$ cat config.mk
export PLATFORM = sky130hd
export DESIGN_NAME = uart_rx_param_driver
export DESIGN_NICKNAME = d
export VERILOG_FILES = /design/src/rtl/uart_rx_param_driver.sv
export SDC_FILE = /design/constraint.sdc
export NUM_CORES = 1
export LEC_CHECK = 0
export CAP_MARGIN = 10
export CELL_PAD_IN_SITES_DETAIL_PLACEMENT = 1
export CELL_PAD_IN_SITES_GLOBAL_PLACEMENT = 1
export CORE_ASPECT_RATIO = 1.4
export CORE_MARGIN = 8
export CORE_UTILIZATION = 40
export DETAILED_ROUTE_END_ITERATION = 7
export PLACE_DENSITY_LB_ADDON = 0.1
export SETUP_SLACK_MARGIN = 0.02
export SLEW_MARGIN = 20
export SYNTH_ARGS = -nofsm -noshare
export SYNTH_HDL_FRONTEND = slang
export SYNTH_SLANG_ARGS = --single-unit
$ cat constraint.sdc
create_clock -name clk -period 2.2 [get_ports clk]
set_input_delay 0.44 -clock clk [delete_from_list [all_inputs] [get_ports clk]]
set_output_delay 0.44 -clock clk [all_outputs]
set_load 0.01 [all_outputs]
$ cat src/rtl/uart_rx_param_driver.sv
// -----------------------------------------------------------------------------
// uart_rx_param_driver
//
// Single-clock UART receiver with configurable data width, parity mode,
// stop-bit count and oversampling ratio. Every bit is settled by a 3-sample
// majority vote around the bit centre. Each completed character is presented
// as a one-cycle pulse on out_ready, with parity, framing and break flags.
//
// Parameters
//   CYCLES_PER_BIT  clk cycles per bit (>= 4)
//   DATA_BITS       data bits per character, LSB first (5..9)
//   PARITY          0 = none, 1 = odd, 2 = even
//   STOP_BITS       stop bits checked (1 or 2)
//
// Ports
//   clk         system clock
//   reset       synchronous, active-high reset
//   rxd         asynchronous serial input, idles high
//   out         received character, meaningful while out_ready = 1
//   out_ready   one-cycle pulse when a character completes
//   parity_err  parity mismatch (always 0 when PARITY = 0)
//   frame_err   a checked stop bit was decided as 0
//   break_det   every data, parity and stop bit was 0 (implies frame_err)
// -----------------------------------------------------------------------------
module uart_rx_param_driver #(
  parameter int CYCLES_PER_BIT = 10,
  parameter int DATA_BITS      = 8,
  parameter int PARITY         = 0,
  parameter int STOP_BITS      = 1
) (
  input  logic                 clk,
  input  logic                 reset,
  input  logic                 rxd,
  output logic [DATA_BITS-1:0] out,
  output logic                 out_ready,
  output logic                 parity_err,
  output logic                 frame_err,
  output logic                 break_det
);

  localparam int CNT_W  = (CYCLES_PER_BIT > 2) ? $clog2(CYCLES_PER_BIT) : 1;
  localparam int BIDX_W = $clog2(DATA_BITS);
  localparam int H      = CYCLES_PER_BIT / 2;

  // Bit-timing landmarks: three samples around the centre, decided at H+1.
  localparam logic [CNT_W-1:0]  CNT_LAST  = CNT_W'(CYCLES_PER_BIT - 1);
  localparam logic [CNT_W-1:0]  CNT_PRE   = CNT_W'(H - 1);
  localparam logic [CNT_W-1:0]  CNT_MID   = CNT_W'(H);
  localparam logic [CNT_W-1:0]  CNT_DEC   = CNT_W'(H + 1);
  localparam logic [BIDX_W-1:0] BIT_LAST  = BIDX_W'(DATA_BITS - 1);
  localparam logic              STOP_LAST = (STOP_BITS == 2);
  localparam logic              HAS_PAR   = (PARITY != 0);
  localparam logic              ODD_PAR   = (PARITY == 1);

  typedef enum logic [2:0] {
    S_IDLE,
    S_START,
    S_DATA,
    S_PARITY,
    S_STOP
  } state_e;

  state_e              state_q;
  logic [1:0]          sync_q;       // sync_q[1] is the synchronised line rxd_s
  logic [1:0]          sync_ok_q;    // synchroniser holds real pin samples
  logic                armed_q;
  logic [CNT_W-1:0]    cnt_q;
  logic [BIDX_W-1:0]   bit_idx_q;
  logic                stop_idx_q;
  logic [1:0]          smp_q;        // samples taken at H-1 and H
  logic [DATA_BITS-1:0] shift_q;
  logic                perr_acc_q;
  logic                ferr_acc_q;
  logic                ones_q;       // any decided bit of this frame was 1
  logic [DATA_BITS-1:0] out_q;
  logic                out_ready_q;
  logic                parity_err_q;
  logic                frame_err_q;
  logic                break_det_q;

  logic             rxd_s;
  logic             maj_d;
  logic             at_dec;
  logic             at_wrap;
  logic [CNT_W-1:0] cnt_d;
  logic             par_bad_d;

  assign rxd_s   = sync_q[1];
  // The third sample is the live synchronised value at the decision count.
  assign maj_d   = (smp_q[0] & smp_q[1]) | (smp_q[0] & rxd_s) | (smp_q[1] & rxd_s);
  assign at_dec  = (cnt_q == CNT_DEC);
  assign at_wrap = (cnt_q == CNT_LAST);
  assign cnt_d   = at_wrap ? '0 : cnt_q + 1'b1;
  // Odd mode wants XOR(data, parity) = 1, even mode wants 0.
  assign par_bad_d = (^shift_q) ^ maj_d ^ ODD_PAR;

  // NOTE: all state below is updated with non-blocking assignments so every
  // register samples the pre-edge value of every other register.
  always_ff @(posedge clk) begin
    if (reset) begin
      sync_q       <= 2'b11;
      sync_ok_q    <= 2'b00;
      state_q      <= S_IDLE;
      armed_q      <= 1'b0;
      cnt_q        <= '0;
      bit_idx_q    <= '0;
      stop_idx_q   <= 1'b0;
      smp_q        <= 2'b00;
      shift_q      <= '0;
      perr_acc_q   <= 1'b0;
      ferr_acc_q   <= 1'b0;
      ones_q       <= 1'b0;
      out_q        <= '0;
      out_ready_q  <= 1'b0;
      parity_err_q <= 1'b0;
      frame_err_q  <= 1'b0;
      break_det_q  <= 1'b0;
    end else begin
      sync_q      <= {sync_q[0], rxd};
      // The synchroniser reset value of 1 is not a real line sample; hold off
      // arming until both stages have been refilled from the pin, so a reset
      // in the middle of a low frame cannot arm on the stale ones.
      sync_ok_q   <= {sync_ok_q[0], 1'b1};
      out_ready_q <= 1'b0;

      if (cnt_q == CNT_PRE) smp_q[0] <= rxd_s;
      if (cnt_q == CNT_MID) smp_q[1] <= rxd_s;

      case (state_q)
        S_IDLE: begin
          if (rxd_s && sync_ok_q[1]) armed_q <= 1'b1;
          // The first low cycle seen here is count 0 of the start bit.
          if (armed_q && !rxd_s) begin
            state_q    <= S_START;
            cnt_q      <= CNT_W'(1);
            bit_idx_q  <= '0;
            stop_idx_q <= 1'b0;
            perr_acc_q <= 1'b0;
            ferr_acc_q <= 1'b0;
            ones_q     <= 1'b0;
          end
        end

        S_START: begin
          cnt_q <= cnt_d;
          if (at_dec && maj_d) begin
            // Start bit voted high: treat as a glitch.
            state_q <= S_IDLE;
            armed_q <= 1'b0;
            cnt_q   <= '0;
          end else if (at_wrap) begin
            state_q <= S_DATA;
          end
        end

        S_DATA: begin
          cnt_q <= cnt_d;
          if (at_dec) begin
            shift_q <= {maj_d, shift_q[DATA_BITS-1:1]};
            ones_q  <= ones_q | maj_d;
          end
          if (at_wrap) begin
            bit_idx_q <= bit_idx_q + 1'b1;
            if (bit_idx_q == BIT_LAST) state_q <= HAS_PAR ? S_PARITY : S_STOP;
          end
        end

        S_PARITY: begin
          cnt_q <= cnt_d;
          if (at_dec) begin
            perr_acc_q <= par_bad_d;
            ones_q     <= ones_q | maj_d;
          end
          if (at_wrap) state_q <= S_STOP;
        end

        S_STOP: begin
          cnt_q <= cnt_d;
          if (at_dec) begin
            if (stop_idx_q == STOP_LAST) begin
              // Finish at the centre of the last stop bit rather than its end,
              // leaving half a bit of margin for a faster transmitter clock.
              state_q      <= S_IDLE;
              armed_q      <= 1'b0;
              cnt_q        <= '0;
              out_q        <= shift_q;
              out_ready_q  <= 1'b1;
              parity_err_q <= perr_acc_q;
              frame_err_q  <= ferr_acc_q | ~maj_d;
              break_det_q  <= ~(ones_q | maj_d);
            end else begin
              ferr_acc_q <= ferr_acc_q | ~maj_d;
              ones_q     <= ones_q | maj_d;
            end
          end
          if (at_wrap) stop_idx_q <= 1'b1;
        end

        default: begin
          state_q <= S_IDLE;
          armed_q <= 1'b0;
          cnt_q   <= '0;
        end
      endcase
    end
  end

  assign out        = out_q;
  assign out_ready  = out_ready_q;
  assign parity_err = parity_err_q;
  assign frame_err  = frame_err_q;
  assign break_det  = break_det_q;

endmodule

==> results of run 1 <==
-- layout by cell type, fill, tap and decap left out, drive strengths merged, types with 4 or more instances in the layout --
cell and instances:
a21oi 5, buf 5, clkbuf 6, clkdlybuf4s50 14, dfxtp 41, inv 4, mux2i 21, nand2 9
nand2b 6, nand3 4, nor2 30, nor3 9, o21ai 5, or2 5, xnor2 6
-- routing by layer --
layer	up-vias	GRT usage [%]	part of all wire, %
met5	-	0	0
met4	0	6.65	2.7
met3	8	3.20	3.2
met2	17	23.9	55
met1	691	12.7	39
li1	720	-	-
-- sequential cells by signal, indices dropped and copies added (netlist names), 2 cells and up --
register,flops
out,8
shift_q,8
cnt_q,4
bit_idx_q,3
state_q,3
smp_q,2
sync_ok_q,2
sync_q,2
-- area by class of cell --
cell class,count,area [um^2],area share (%)
clock buffers,6,72.6,3.41
clock inverters,1,8.76,0.411
inverters,4,15.0,0.705
multi-input cells,142,958,45.0
flip-flops and latches,41,821,38.5
well taps,62,77.6,3.64
repair buffers,19,178,8.34
-- cells by family after synthesis --
kind of cell,after synthesis
simple gates,81
flops,41
compound gates,30
mux,21
buf+inv,18
xor+xnor,7
fa+ha+maj,3
-- power by group through the flow --
stage / registers [uW] / clock network, uW / logic [uW]
2_1_floorplan: 768 / 0 / 31.8
3_3_place_gp: 773 / 0 / 39.0
3_5_place_dp: 774 / 0 / 39.9
4_1_cts: 757 / 490 / 40.1
5_1_grt: 758 / 513 / 44.8
6_report: 757 / 463 / 39.4
-- worst reg2reg max path: stages (launching register included) --
cell and delay (ns):
dfxtp_1 0.53, and4bb_2 0.34, nor3b_1 0.47, nor2_1 0.15, mux2i_1 0.18, nor2_1 0.06
-- through the flow --
step	instances	utilization (%)	total power (uW)	worst slack [ns]	instance area [um^2]
6_report	275	47.0	1260	0.375	2130
3_3_place_gp	268	45.2	812	0.442	2050
2_1_floorplan	201	-	800	0.607	1870
5_1_grt	275	47.0	1320	0.145	2130
3_5_place_dp	268	45.2	814	0.337	2050
4_1_cts	275	47.0	1290	0.348	2130
-- how the worst max path moves through the flow --
| stage | from | endpoint | depth (start not counted) |
|---|---|---|---|
| 2_1_floorplan | sync_q[1]$_SDFF_PP1_ | perr_acc_q$_SDFFE_PP0P_ | 4 |
| 3_3_place_gp | sync_q[1]$_SDFF_PP1_ | perr_acc_q$_SDFFE_PP0P_ | 4 |
| 3_5_place_dp | cnt_q[0]$_SDFFE_PP0N_ | bit_idx_q[0]$_SDFFE_PP0P_ | 5 |
| 4_1_cts | cnt_q[0]$_SDFFE_PP0N_ | bit_idx_q[0]$_SDFFE_PP0P_ | 5 |
| 5_1_grt | cnt_q[0]$_SDFFE_PP0N_ | bit_idx_q[1]$_SDFFE_PP0P_ | 5 |
| 6_report | cnt_q[0]$_SDFFE_PP0N_ | bit_idx_q[0]$_SDFFE_PP0P_ | 5 |
-- cell usage after synthesis, drive strengths merged, types with 4 or more instances --
| library cell | n |
|---|---|
| a21oi | 5 |
| buf | 7 |
| clkbuf | 7 |
| dfxtp | 41 |
| inv | 4 |
| mux2i | 21 |
| nand2 | 9 |
| nand2b | 6 |
| nand3 | 4 |
| nor2 | 30 |
| nor3 | 9 |
| o21ai | 5 |
| or2 | 5 |
| xnor2 | 6 |
==> impl_results.md, run 1 <==
- Clock-pin slew on the worst setup and hold paths: 0.08 ns
- Cell Pwr Density: 591 mW/mm^2
- Remaining DRCs: 0
- Die X: 73.8 um
- Max_cap viols: 0
- Flop-to-flop setup slack: 0.37 ns
- Num rows: 29
- Largest net degree at the start of global routing: 20
- Ports: 15
- Total wire length: 4300 um
- CTS tree: done
- Leak: 0.000716 uW
- # H-tree levels: 2
- Vias in the first global route: 1547
- Period utilization: 83.0%
- Synth Area in XOR/XNOR: 4.01%
- Ant. Diodes: 0
- Mean Syn Cell Area: 9.31 um^2
- ANT nets after route: 0
- Final hold slack: 0.446 ns
- Clock root buffer: clkbuf_8
- RSZ-0062 raised after global routing: false
- Comb power frac: 3.1%
- Worst Reg-to-Reg Cells: 5
- Max Fclk: 548 MHz
- Clock Tree Buf Depth: 2
- First-pass GRT wire length: 7310 um
- Routed vias: 1436
- Critical Path Sink Type: flip-flop
- GR Util All Layers: 13.0%
- Syn-to-layout area delta: 13.9%
- Vias per cell: 5.22
- Total of warnings raised by yosys: 0
- Netlist Area Pre-Place: 0.00187 mm^2
- Dominant cell type by area after synthesis: dfxtp_1
- Simple-gate portion of the synthesized area: 23.1%
- Top post-synthesis cells by area: dfxtp_1 44%, mux2i_1 11%, nor2_1 6.0%
- Skew final: 0.00868 ns
- Critical path's top delay family: simple AND/OR/NAND/NOR gates
- Post-Synth Adder-Cell Area: 1.87%
- Clk_lat worst skew: 0.29 ns
- Top cell type's share of synthesized area: 43.9%
- Hold EP: sync_q[1]$_SDFF_PP1_
- Fin nets: 218
- Initial antenna violation count: 0
- Most used cell, CP: nor2_1
- Hold Path Cell Cnt: 1
- Buffers & Inverters on Critical Path: 0
- Final min period: 1.83 ns
- Final Wtd Congestion: 0.815
- CTS buffer count: 5
- Cell chain of the critical path: and4bb_2 -> nor3b_1 -> nor2_1 -> mux2i_1 -> nor2_1
- Initial Util: 41.2%
- Worst path slowest cell: dfxtp_1
- Clock Sinks: 41
- Yosys cell types: 43
- Resized cells post-CTS: 0
- Slew Limit Fails: 0
- Sw Ratio: 21.8%
- Total negative setup slack: 0 ns
- Critical Path RT: 2.38 ns
- Remaining Overflow, GRT: 0
- DRT iter0 DRCs: 49
- Crit path DAT: 2.01 ns
- Worst ir drop on vdd: 410 uV
- Hold WC Path Type: flip-flop to flip-flop
- Sequential area share after synthesis: 43.9%
- R2R Path End: bit_idx_q[0]$_SDFFE_PP0P_
- Detailed-router iteration count before antenna repair: 4
- Mux share of post-synthesis cell area: 11.2%
- Fin. Hold Viols: 0
- Dominant register cell in the synthesized netlist: dfxtp_1
- Worst Tran Pin Value: 0.559 ns
- Startpoint types: flip-flop
- Sw Pwr: 275 uW
- Post-CTS Hold Buffers: 0
- Async set-reset flop share out of synthesis: 0%
- Sequential group share of total power: 60.1%
- Number of synthesized flops with an enable pin: 0
- Main combinational cell family by area after synthesis: simple AND/OR/NAND/NOR gates
- Synthesized flop and latch total: 41
- Clk pwr share: 36.8%
- Setup Buffers After CTS: 0
- Die footprint: 0.00715 mm^2
- PortBufs: 14
- Fillcell total: 529
- Worst slew margin: 62.7%
- Critical path peak fanout: 11
- Hpwl dp: 3260 um
- Cell count after synthesis: 201
- Synthesized net count: 206
- Crit path largest cell delay: 0.53 ns
- Core Area: 0.00454 mm^2
- Synth Area in Compound Gates: 11.0%
- Wire per inst: 15.6 um
- Crit Path Class: flip-flop to flip-flop
- Worst r2r src: cnt_q[0]$_SDFFE_PP0N_
- Die height: 96.9 um
- Share of layout cells above drive strength 1: 9.39%
- Final Setup Violations: 0
- Hold path start: sync_q[0]$_SDFF_PP1_
- Int Power: 985 uW
- Outcome: finished, final reports clean
(Power assumes the default switching activity.)
==> run 2, diff against run 1 <==
- clock period: 2.2 -> 1.9 ns (I/O delays scaled with it)
==> impl_results.md, run 2 (same netlist as run 1, synthesis figures left out) <==
- GR Util All Layers: 13.7% (+0.70 points)
- Fin. Hold Viols: 0 (unchanged)
- Total negative setup slack: 0 ns (unchanged)
- Hold WC Path Type: flip-flop to flip-flop
- Most common cell after layout, fill and taps aside: dfxtp_1
- Hold EP: sync_q[1]$_SDFF_PP1_
- Cell Pwr Density: 678 mW/mm^2 (+15%)
- Final core utilization: 49.1% (+2.1 points)
- Final Wtd Congestion: 0.799 (-2.0%)
- Vias in the first global route: 1656 (+7.0%)
- Setup ws final: 0.214 ns (-0.161 ns)
- Share of layout cells above drive strength 1: 13.9% (+4.5 points)
- Crit path largest cell delay: 0.47 ns (-0.06 ns)
- Clock-pin slew on the worst setup and hold paths: 0.08 ns (about the same)
- Skew final: 0.00489 ns (-0.00379 ns)
- Die height: 96.9 um (unchanged)
- Comb power frac: 3.3% (+0.2 points)
- Hold Path Cell Cnt: 1 (unchanged)
- Detailed-router iteration count before antenna repair: 4 (unchanged)
- Period utilization: 88.8% (+5.8 points)
- Worst r2r src: sync_q[1]$_SDFF_PP1_
- Crit Path Class: flip-flop to flip-flop
- Die footprint: 0.00715 mm^2 (unchanged)
- Cell chain of the critical path: maj3_1 -> xnor3_1 -> or2_2 -> a21oi_1
- # H-tree levels: 2 (unchanged)
- Worst Reg-to-Reg Cells: 4 (-1)
- R2R Path End: perr_acc_q$_SDFFE_PP0P_
- Sequential group share of total power: 57.9% (-2.2 points)
- Critical path's top delay family: adder cells
- Clk pwr share: 38.8% (+2.0 points)
- Critical Path RT: 2.13 ns (-0.25 ns)
- Final min period: 1.69 ns (-0.139 ns)
- Leak: 0.000772 uW (+7.8%)
- Placed Area: 0.00214 mm^2 (+4.3%)
- Remaining DRCs: 0 (unchanged)
- Critical path peak fanout: 6 (-5)
- Num rows: 29 (unchanged)
- Critical Path Sink Type: flip-flop
- Buffers & Inverters on Critical Path: 0 (unchanged)
- Sw Ratio: 22.2% (+0.36 points)
- DRT iter0 DRCs: 55 (+12%)
- Setup Buffers After CTS: 0 (unchanged)
- Hold path start: sync_q[0]$_SDFF_PP1_
- Sw Pwr: 335 uW (+22%)
- Syn-to-layout area delta: 19.1%
- Clock Tree Buf Depth: 2 (unchanged)
- Initial antenna violation count: 0 (unchanged)
- Startpoint types: flip-flop
- Flop-to-flop setup slack: 0.21 ns (-0.16 ns)
- Largest net degree at the start of global routing: 18 (-10%)
- Routed vias: 1486 (+3.5%)
- CTS tree: done
- Max_cap viols: 0 (unchanged)
- Hpwl dp: 3440 um (+5.4%)
- Ports: 15 (unchanged)
- Initial Util: 41.2% (unchanged)
- RSZ-0062 raised after global routing: false
- Remaining Overflow, GRT: 0 (unchanged)
- Clk_lat worst skew: 0.29 ns (about the same)
- Worst slew margin: 70.2% (+7.5 points)
- Int Power: 1180 uW (+19%)
- Wire per inst: 15.6 um (about the same)
- Vias per cell: 5.21 (-0.15%)
- Worst ir drop on vdd: 341 uV (-17%)
- Max Fclk: 593 MHz (+8.3%)
- Ant. Diodes: 0 (unchanged)
- Fin nets: 228 (+4.6%)
- Worst path slowest cell: maj3_1
- Worst Tran Pin Value: 0.446 ns (-0.113 ns)
- Core Area: 0.00454 mm^2 (unchanged)
- Outcome: finished, final reports clean
- Final hold slack: 0.422 ns (-0.0244 ns)
- Slew Limit Fails: 0 (unchanged)
- First-pass GRT wire length: 7730 um (+5.8%)
- Final Setup Violations: 0 (unchanged)
- Crit path DAT: 1.92 ns (-0.09 ns)
- CTS buffer count: 5 (unchanged)
- Pre-CTS setup slack: 0.199 ns (-0.138 ns)
- PortBufs: 14 (unchanged)
- Die X: 73.8 um (unchanged)
- Clock root buffer: clkbuf_8
- Design area: 0.00223 mm^2 (+4.5%)
- ANT nets after route: 0 (unchanged)
- Total wire length: 4460 um (+3.6%)
- Most frequent cells in the layout: 41 x dfxtp_1, 30 x nor2_1, 21 x mux2i_1, 14 x clkdlybuf4s50_1, 14 x buf_4
- Clock Sinks: 41 (unchanged)
==> run 2: cell count changes in the layout (fill, tap and decap cells not counted) <==
| cell | previous run | this run |
|---|---|---|
| o311ai_1 | 0 | 1 |
| clkbuf_8 | 5 | 6 |
| buf_12 | 0 | 1 |
| buf_4 | 5 | 14 |
| clkinv_4 | 1 | 0 |
| o311ai_0 | 1 | 0 |
| clkbuf_1 | 1 | 0 |
| clkinvlp_4 | 0 | 1 |
==> run 2: cell type report <==
cell class,count,area (um^2)
sequential,41,821
clock inverter,1,7.51
timing repair buffer,29,265
multi-input combinational,142,958
inverter,4,15.0
clock buffer,6,82.6
tap,62,77.6
fill,529,2310
==> run 2: power groups by stage <==
stage	combinational, uW	clock, uW	sequential [uW]
floorplan	36.8	0	890
global placement	49.0	0	895
detailed placement	50.4	0	895
CTS	50.6	609	875
global route	56.6	631	877
finish	50.3	586	875
==> run 2: metal layers <==
metal | up-vias | global-route usage (%) | wire length (um)
met3 | 14 | 2.48 | 79
met5 | - | 0 | 0
met4 | 0 | 6.96 | 139
met1 | 715 | 13.8 | 1800
li1 | 737 | - | -
met2 | 20 | 25.3 | 2440
==> run 2: worst max path at each step <==
stage                          startpoint                       to  slack, ns  cells past startpoint
floorplan            sync_q[1]$_SDFF_PP1_  perr_acc_q$_SDFFE_PP0P_       0.31                      4
global placement     sync_q[1]$_SDFF_PP1_  perr_acc_q$_SDFFE_PP0P_       0.25                      4
detailed placement  cnt_q[0]$_SDFFE_PP0N_     armed_q$_SDFFE_PP0P_       0.20                      5
CTS                 cnt_q[0]$_SDFFE_PP0N_     armed_q$_SDFFE_PP0P_       0.17                      5
global route         sync_q[1]$_SDFF_PP1_  perr_acc_q$_SDFFE_PP0P_       0.10                      4
finish               sync_q[1]$_SDFF_PP1_  perr_acc_q$_SDFFE_PP0P_       0.21                      4
==> run 2: stage by stage <==
stage,power (uW),cells
floorplan,927,201
global placement,944,278
detailed placement,946,278
CTS,1530,285
global route,1560,285
finish,1510,285
==> run 2: what timing repair did <==
action                                  in CTS  in global routing
hold buffers                                 0                  0
endpoints found under the setup margin       0                  1
gates resized for setup                      0                  1
